`src/rtl/multdiv_unit_if.sv`:
```
// Issue/response bundle between the execute stage and the multiply/divide unit.
// The execute side drives operands and start pulses; the unit returns a result with a completion strobe.
interface multdiv_unit_if #(
   parameter int WIDTH = 32
);
   logic [WIDTH-1:0] data_operandA;
   logic [WIDTH-1:0] data_operandB;
   logic             ctrl_MULT;
   logic             ctrl_DIV;
   logic [WIDTH-1:0] data_result;
   logic             data_exception;
   logic             data_resultRDY;

   modport master (
      output data_operandA,
      output data_operandB,
      output ctrl_MULT,
      output ctrl_DIV,
      input  data_result,
      input  data_exception,
      input  data_resultRDY
   );

   modport slave (
      input  data_operandA,
      input  data_operandB,
      input  ctrl_MULT,
      input  ctrl_DIV,
      output data_result,
      output data_exception,
      output data_resultRDY
   );
endinterface

```
`src/rtl/multdiv_unit.sv`:
```
// Multicycle signed multiply (radix-4 Booth, WIDTH/2 cycles) and divide
// (non-restoring on magnitudes, WIDTH cycles) with a one-cycle completion strobe.
module multdiv_unit #(
   parameter int WIDTH = 32
) (
   input logic           clock,
   input logic           reset,
   multdiv_unit_if.slave bus
);
   localparam int AW = 2*WIDTH + 2;
   localparam int CW = $clog2(WIDTH) + 1;
   localparam logic [CW-1:0]    MULT_LAST = CW'(WIDTH/2 - 1);
   localparam logic [CW-1:0]    DIV_LAST  = CW'(WIDTH - 1);
   localparam logic [WIDTH-1:0] MIN_INT   = {1'b1, {(WIDTH-1){1'b0}}};

   typedef enum logic [1:0] {IDLE, MULT, DIV, DONE} state_t;

   state_t           state;
   state_t           next_state;
   logic             start;
   logic [CW-1:0]    count;

   logic [AW-1:0]    acc;
   logic [AW-1:0]    mcand;
   logic [WIDTH:0]   mplier;
   logic [AW-1:0]    booth_term;
   logic [AW-1:0]    acc_next;
   logic [WIDTH-1:0] mult_result;
   logic             mult_exc;

   logic [WIDTH:0]   rem;
   logic [WIDTH:0]   rem_shift;
   logic [WIDTH:0]   rem_next;
   logic [WIDTH-1:0] quo;
   logic [WIDTH-1:0] quo_next;
   logic [WIDTH-1:0] divisor_mag;
   logic [WIDTH-1:0] dividend_mag;
   logic [WIDTH-1:0] operand_b_mag;
   logic             neg_quo;
   logic             div_zero;
   logic             div_ovf;
   logic [WIDTH-1:0] div_result;
   logic             div_exc;

   logic [WIDTH-1:0] result;
   logic             exception;

   assign start = bus.ctrl_MULT | bus.ctrl_DIV;

   always_ff @(posedge clock or posedge reset) begin
      if (reset) begin
         state <= IDLE;
      end else begin
         state <= next_state;
      end
   end

   // A start pulse overrides every state, so an in-flight operation is simply abandoned.
   always_comb begin
      next_state = state;
      case (state)
         IDLE: next_state = IDLE;
         MULT: if (count == MULT_LAST) next_state = DONE;
         DIV:  if (count == DIV_LAST)  next_state = DONE;
         DONE: next_state = IDLE;
         default: next_state = IDLE;
      endcase
      if (bus.ctrl_MULT) begin
         next_state = MULT;
      end else if (bus.ctrl_DIV) begin
         next_state = DIV;
      end
   end

   // Booth digit from multiplier bits {2i+1, 2i, 2i-1}; mcand is pre-shifted by 2i.
   always_comb begin
      booth_term = '0;
      case (mplier[2:0])
         3'b001, 3'b010: booth_term = mcand;
         3'b011:         booth_term = mcand << 1;
         3'b100:         booth_term = -(mcand << 1);
         3'b101, 3'b110: booth_term = -mcand;
         default:        booth_term = '0;
      endcase
      acc_next    = acc + booth_term;
      mult_result = acc_next[WIDTH-1:0];
      mult_exc    = (acc_next[AW-1:WIDTH] != {(AW-WIDTH){acc_next[WIDTH-1]}});
   end

   // 2*rem stays within WIDTH+1 bits because |rem| never exceeds the divisor.
   always_comb begin
      rem_shift = {rem[WIDTH-1:0], quo[WIDTH-1]};
      if (rem[WIDTH]) begin
         rem_next = rem_shift + {1'b0, divisor_mag};
      end else begin
         rem_next = rem_shift - {1'b0, divisor_mag};
      end
      quo_next = {quo[WIDTH-2:0], ~rem_next[WIDTH]};
      if (div_zero) begin
         div_result = '0;
      end else if (neg_quo) begin
         div_result = -quo_next;
      end else begin
         div_result = quo_next;
      end
      div_exc = div_zero | div_ovf;
   end

   assign dividend_mag  = bus.data_operandA[WIDTH-1] ? -bus.data_operandA : bus.data_operandA;
   assign operand_b_mag = bus.data_operandB[WIDTH-1] ? -bus.data_operandB : bus.data_operandB;

   always_ff @(posedge clock or posedge reset) begin
      if (reset) begin
         count       <= '0;
         acc         <= '0;
         mcand       <= '0;
         mplier      <= '0;
         rem         <= '0;
         quo         <= '0;
         divisor_mag <= '0;
         neg_quo     <= 1'b0;
         div_zero    <= 1'b0;
         div_ovf     <= 1'b0;
         result      <= '0;
         exception   <= 1'b0;
      end else if (start) begin
         count       <= '0;
         acc         <= '0;
         mcand       <= {{(AW-WIDTH){bus.data_operandA[WIDTH-1]}}, bus.data_operandA};
         mplier      <= {bus.data_operandB, 1'b0};
         rem         <= '0;
         quo         <= dividend_mag;
         divisor_mag <= operand_b_mag;
         neg_quo     <= bus.data_operandA[WIDTH-1] ^ bus.data_operandB[WIDTH-1];
         div_zero    <= (bus.data_operandB == '0);
         div_ovf     <= (bus.data_operandA == MIN_INT) && (bus.data_operandB == '1);
      end else if (state == MULT) begin
         count  <= count + 1'b1;
         acc    <= acc_next;
         mcand  <= mcand << 2;
         mplier <= {{2{mplier[WIDTH]}}, mplier[WIDTH:2]};
         if (next_state == DONE) begin
            result    <= mult_result;
            exception <= mult_exc;
         end
      end else if (state == DIV) begin
         count <= count + 1'b1;
         rem   <= rem_next;
         quo   <= quo_next;
         if (next_state == DONE) begin
            result    <= div_result;
            exception <= div_exc;
         end
      end
   end

   assign bus.data_result    = result;
   assign bus.data_exception = exception;
   assign bus.data_resultRDY = (state == DONE);
endmodule

```
`src/flat_wrapper.sv`:
```
// flat-port wrapper written by rule: the top's interface ports become plain ports
module multdiv_unit_flat 
#(
   parameter int WIDTH = 32
)
  (clock, reset, bus_data_operandA, bus_data_operandB, bus_ctrl_MULT, bus_ctrl_DIV, bus_data_result, bus_data_exception, bus_data_resultRDY);
  multdiv_unit_if #(.WIDTH(WIDTH)) bus_i ();
  input logic clock;
  input logic reset;
  input wire logic [$bits(bus_i.data_operandA)-1:0] bus_data_operandA;
  input wire logic [$bits(bus_i.data_operandB)-1:0] bus_data_operandB;
  input wire logic [$bits(bus_i.ctrl_MULT)-1:0] bus_ctrl_MULT;
  input wire logic [$bits(bus_i.ctrl_DIV)-1:0] bus_ctrl_DIV;
  output wire logic [$bits(bus_i.data_result)-1:0] bus_data_result;
  output wire logic [$bits(bus_i.data_exception)-1:0] bus_data_exception;
  output wire logic [$bits(bus_i.data_resultRDY)-1:0] bus_data_resultRDY;
  assign bus_i.data_operandA = bus_data_operandA;
  assign bus_i.data_operandB = bus_data_operandB;
  assign bus_i.ctrl_MULT = bus_ctrl_MULT;
  assign bus_i.ctrl_DIV = bus_ctrl_DIV;
  assign bus_data_result = bus_i.data_result;
  assign bus_data_exception = bus_i.data_exception;
  assign bus_data_resultRDY = bus_i.data_resultRDY;
  multdiv_unit #(.WIDTH(WIDTH)) u_core (.clock(clock), .reset(reset), .bus(bus_i));
endmodule
```
`config.mk`:
```
export PLATFORM = sky130hd
export DESIGN_NAME = multdiv_unit_flat
export DESIGN_NICKNAME = d
export VERILOG_FILES = /design/src/rtl/multdiv_unit_if.sv /design/src/rtl/multdiv_unit.sv /design/src/flat_wrapper.sv
export SDC_FILE = /design/constraint.sdc
export NUM_CORES = 1
export LEC_CHECK = 0
export CAP_MARGIN = 25
export CORE_AREA = 5 5 159 275
export CTS_CLUSTER_DIAMETER = 80
export DETAILED_ROUTE_END_ITERATION = 7
export DIE_AREA = 0 0 164 280
export PLACE_DENSITY = 0.86
export SLEW_MARGIN = 20
export SYNTH_ARGS = -nofsm -noshare
export SYNTH_HDL_FRONTEND = slang
export SYNTH_SLANG_ARGS = --single-unit
```
`constraint.sdc`:
```
create_clock -name clock -period 14.53 [get_ports clock]
set_input_delay 2.906 -clock clock [delete_from_list [all_inputs] [get_ports clock]]
set_output_delay 2.906 -clock clock [all_outputs]
set_load 0.01 [all_outputs]
```
==> results.cfg, run 1 <==
[clocking]
clock_latency_ps = 600
ctsHoldBuffers = 0
numCtsBuffers = 31
cts_setup_buffers = 0
clockBufferDepth = 3
clock-sinks = 306
clk_pin_slew_ps = 70
clockRootBuffer = clkbuf_16
cts_resized = 0
cts_tree = done
htreeDepth = 1

[final_layout]
layout_commonest_cell = nand2_1
post_route_cells_drive_above_1_share = 0.0442
fin_nets = 3368
final_cell_mix = nand2_1 (475), dfrtp_1 (303), a21oi_1 (273)
area_growth_pct = 8.11

[yosys]
synthFlopType = dfrtp_1
synth.net_count = 3447
yosysSeqAreaShare = 0.299
synth_top_cell_by_area = dfrtp_1
synth.area.top_cells = dfrtp_1 (30%), nand2_1 (7.0%), mux2i_1 (6.2%), a21oi_1 (5.3%), ha_1 (5.3%)
netlist_area_sq_um = 25600
synth-edff-count = 0
synth.avg_cell_area_sq_um = 7.85
syn_inst = 3269
synth-warning-count = 0
ys_types = 92
synth_top_area_share = 0.299
ys_seq_elements = 306
async_reset_ff_frac = 1.00

[pwr]
ir_worst_vdd_uv = 108
cellPowerDensity_nw_per_um2 = 108
finalPower_w = 0.00298
leakagePower_nw = 11.6

[placed_design]
io_buffers = 101
dpl.hpwl_um = 70000
globalplace.congestion = 1.06

[worst_setup_path]
startpoint = u_core.mcand[1]
critPathRequiredTime_ps = 14980
arrival_ps = 8350
critical_path_peak_fanout = 9
cp-start-kind = flop
worstSetupPathType = flop to flop
cp-end-kind = flop
r2r-start = u_core.mcand[1]

[route]
wl_per_cell_um = 24.6
vias_per_cell = 6.84
drt_iter0_drc = 2472
drc = 0
vias = 25800
drt-total-wl_um = 92700
ant_nets = 0
dr.pass1.iters = 6

[global_routing]
grtUsageTotal = 0.394
grt_pass1_vias = 25000
antenna_found_initial = 2
grt_max_degree = 182
grt_overflow = 0
grt_pass1_wl_um = 142000

[sta]
final-hold-violation-count = 0
fmax_mhz = 127
fin_crit_sh = 0.543
slew_violations = 0
layout_min_cycle_time_ps = 7900
worst_pin_slew_ps = 1110
finalSetupTns_ps = 0
skew_ps = 21.0
rsz0062_at_grt = false
setup-violations-final = 0
slew_headroom = 0.251

[floorplan]
rows = 99
die-height_um = 280
die_x_um = 164
start_util = 0.620
dieArea_sq_um = 45900
coreArea_sq_um = 41400
io_pins = 102

[outcome]
status = complete, no violations

[flow_run]
max_cap_violations = 0

[hold_path]
min_path_type = flop to flop
hp-start = u_core.bus.data_result[15]
[area by class of cell]
type / instances / area (sq um)
Antenna cell: 2 / 5.00
Clock buffer: 37 / 828
Multi-Input combinational cell: 2657 / 16800
Clock inverter: 20 / 206
Timing Repair Buffer: 132 / 1270
Sequential cell: 306 / 7660
Tap cell: 555 / 694
Inverter: 62 / 240
Fill cell: 3596 / 13600
[Yosys cell counts (33+ instances only)]
cell	count
a21o_1	45
a21oi_1	273
a31oi_1	63
clkbuf_1	200
dfrtp_1	306
ha_1	108
inv_1	61
mux2i_1	160
nand2_1	475
nand3_1	41
nand4_1	49
nor2_1	274
nor3_1	69
o21a_1	33
o21ai_0	267
o31ai_1	34
or3_1	51
xnor2_1	136
xor2_1	134
[where the power goes]
group          leakage [nW]  switching, W  total, W  internal, W
sequential             3.83      0.000143   0.00109     0.000950
combinational          7.26      0.000648   0.00105     0.000405
clock                 0.487      0.000388  0.000839     0.000450
total                  11.6       0.00118   0.00298      0.00181
[cell families (layout without fill, tap and decap cells)]
group,count (synthesis),after routing,synth area share
AOI/OAI and AO/OA,952,952,0.230
xor gates and xnor gates,270,270,0.0922
adders and majority gates,110,110,0.0542
buffers and inverters,306,251,0.0474
DFF,306,306,0.299
muxes,162,162,0.0633
other,0,2,0
and+or+nand+nor,1163,1163,0.214
[state kept, by name, summed over array words and instances, names as in the netlist]
signal                     count
u_core.acc                    66
u_core.mcand                  66
u_core.mplier                 33
u_core.rem                    33
u_core.bus.data_result        32
u_core.divisor_mag            32
u_core.quo                    32
u_core.count                   6
u_core.state                   2
u_core.bus.data_exception      1
u_core.div_ovf                 1
u_core.div_zero                1
u_core.neg_quo                 1
[critical path, stage by stage (launching register included)]
cell	delay, ps
dfrtp_1	450
inv_1	100
ha_1	220
or3b_1	480
or2_2	420
nor3_1	510
nand2_1	150
nand2_1	110
xnor2_1	150
a22oi_1	110
o21ai_0	900
ha_1	450
nand4_1	270
or3_1	400
or4_1	580
nand3_1	200
xnor2_1	230
inv_1	70
or4_1	520
or4_1	420
nor4_1	680
o2111a_1	260
a21oi_1	60
[stage by stage]
stage          utilization  setup WS (ps)  hold WS [ps]  cells  cell area, sq um
6_report             0.670           6630           493   3771             27700
5_1_grt              0.670           6440           518   3771             27700
4_1_cts              0.670           7050           493   3768             27700
3_5_place_dp         0.645           7080           477   3711             26700
3_3_place_gp         0.644           7120           469   3710             26600
2_1_floorplan            -           3160           445   3269             25600
[layer usage]
metal,vias up,GRT usage,share of wire
met5,-,0,0
met4,0,0.359,0.12
met3,518,0.0578,0.063
met2,1326,0.684,0.49
met1,12300,0.401,0.32
li1,11600,-,-
[path summary, 6_finish.rpt]
kind | end | slack (ps) | cells after the start
min reg2reg | u_core.bus.data_result[15] | 490 | 2
min in group asynchronous | u_core.count[1] | 2830 | 2
min | u_core.bus.data_result[15] | 490 | 2
max reg2reg | u_core.bus.data_exception | 6630 | 22
max in group asynchronous | u_core.divisor_mag[2] | 9340 | 4
max | u_core.bus.data_exception | 6630 | 22
Note: power is estimated with default switching activity, not from simulation.
==> run 2, diff against run 1 <==
- clock period: 14.53 -> 7.5 ns (I/O delays scaled with it)
==> run 2 against run 1 <==
- critical path depth grew 1
- via count grew 0.73%
- register-to-register slack lost 6400 ps
- critical endpoint unchanged
- largest cell class unchanged
- largest power group unchanged
==> results.cfg, run 2 (synthesis results as in run 1) <==
[outcome]
status = complete, no violations

[floorplan]
io_pins = 102
die_x_um = 164
rows = 99
start_util = 0.620
coreArea_sq_um = 41400
dieArea_sq_um = 45900
die-height_um = 280

[global_routing]
grt_pass1_vias = 25300
antenna_found_initial = 10
grtUsageTotal = 0.400
grt_max_degree = 149
grt_pass1_wl_um = 144000
grt_overflow = 0

[sta]
final-hold-violation-count = 0
skew_ps = 14.1
finalSetupTns_ps = 0
finalHoldWorstSlack_ps = 488
fin_crit_sh = 0.970
rsz0062_at_grt = false
layout_min_cycle_time_ps = 7270
worst_pin_slew_ps = 1120
setup-violations-final = 0
slew_violations = 0
fmax_mhz = 137
slew_headroom = 0.248

[pwr]
cellPowerDensity_nw_per_um2 = 207
leakagePower_nw = 11.8
ir_worst_vdd_uv = 202

[worst_setup_path]
critical_path_peak_fanout = 7
path_buf_inv = 2
worstSetupPathType = flop to flop
cpPeakStageDelay_ps = 620
critical_path.cell_chain = inv_1 > ha_1 > or3b_1 > or2_2 > or3_1 > or3_1 > nand2_1 > xnor2_1 > a22oi_1 > nor2_1 > a221o_1 > ha_1 > nand4_1 > or3_1 > or4_1 > nand3_1 > xnor2_1 > inv_1 > or4_1 > or4_1 > nor4_2 > o2111a_1 > a21oi_1
cp-end-kind = flop
slowest_stage = or4_1
cp-start-kind = flop
cp_top_family = simple AND/OR/NAND/NOR gates
critPathRequiredTime_ps = 7990
arrival_ps = 7760

[final_layout]
reg_top3 = u_core.acc (66), u_core.mcand (66)
area_growth_pct = 9.71
fin_area_sq_um = 28100
nFillCells = 3467
final_core_utilization = 0.680
post_route_cells_drive_above_1_share = 0.0580
layout_commonest_cell = nand2_1
final_cell_mix = nand2_1 (475), dfrtp_1 (303), a21oi_1 (273)
fin_nets = 3417

[clocking]
clockRootBuffer = clkbuf_16
clock_latency_ps = 600
cts_tree = done
numCtsBuffers = 31
clockBufferDepth = 3
htreeDepth = 1
clk_pin_slew_ps = 70
clock-sinks = 306
cts_setup_buffers = 0
ctsHoldBuffers = 0

[flow_run]
max_cap_violations = 0

[route]
drc = 0
ant_nets = 0
drt_iter0_drc = 2916
dr.pass1.iters = 7
vias_per_cell = 6.80
vias = 26000
drt-total-wl_um = 93600
wl_per_cell_um = 24.5

[hold_path]
min_path_type = flop to flop

[placed_design]
dpl.hpwl_um = 69900
globalplace.congestion = 1.03
io_buffers = 101
placed_area_sq_um = 27000
## run 2: cell types whose count changed in the layout (fill, tap and decap cells not counted), sizes merged
cell / change
buf: +49
bufinv: +2
clkbuf: +2
clkinv: +1
clkinvlp: -2
diode: +6
inv: -6
## run 2: layout make-up
type / instances / area, sq um / area share
multi-input combinational: 2657 / 16800 / 0.598
timing repair buffer: 181 / 1660 / 0.0589
sequential: 306 / 7660 / 0.272
clock buffer: 39 / 846 / 0.0301
tap: 555 / 694 / 0.0247
clock inverter: 15 / 195 / 0.00694
inverter: 62 / 236 / 0.00840
antenna: 8 / 20.0 / 0.000711
## run 2: metal layers
metal	vias to the layer above	track usage	wire [um]
met2	1413	0.685	45900
met4	4	0.347	10600
met5	-	0	30
li1	11700	-	-
met3	499	0.0629	6190
met1	12400	0.421	30900
## run 2: final timing paths
kind | start | to | slack [ps] | cells after the start
max in group asynchronous | reset | u_core.bus.data_result[12] | 4530 | 4
min in group asynchronous | reset | u_core.acc[59] | 1290 | 2
worst min-delay path | u_core.bus.data_result[12] | u_core.bus.data_result[12] | 490 | 1
worst min register to register | u_core.bus.data_result[12] | u_core.bus.data_result[12] | 490 | 1
worst max register to register | u_core.mcand[1] | u_core.bus.data_exception | 230 | 23
worst max-delay path | u_core.mcand[1] | u_core.bus.data_exception | 230 | 23
## run 2: report_power, final
part           switching (W)  internal [W]  total (W)  leakage, nW
logic                0.00125      0.000813    0.00206         7.50
clock network       0.000726      0.000934    0.00166        0.503
registers           0.000260       0.00184    0.00210         3.83
## run 2: per-stage QoR
step                instances  setup WS (ps)  total power (W)
finish                   3823            227          0.00583
CTS                      3814            205          0.00577
floorplan                3269           1430          0.00335
global route             3823           42.5          0.00606
global placement         3760            312          0.00407
detailed placement       3760            208          0.00412
## run 2: timing repair
action                                  4_1_cts  5_1_grt
hold endpoints to repair                      0        0
endpoints found under the setup margin        0        1
resized for setup                             0        2
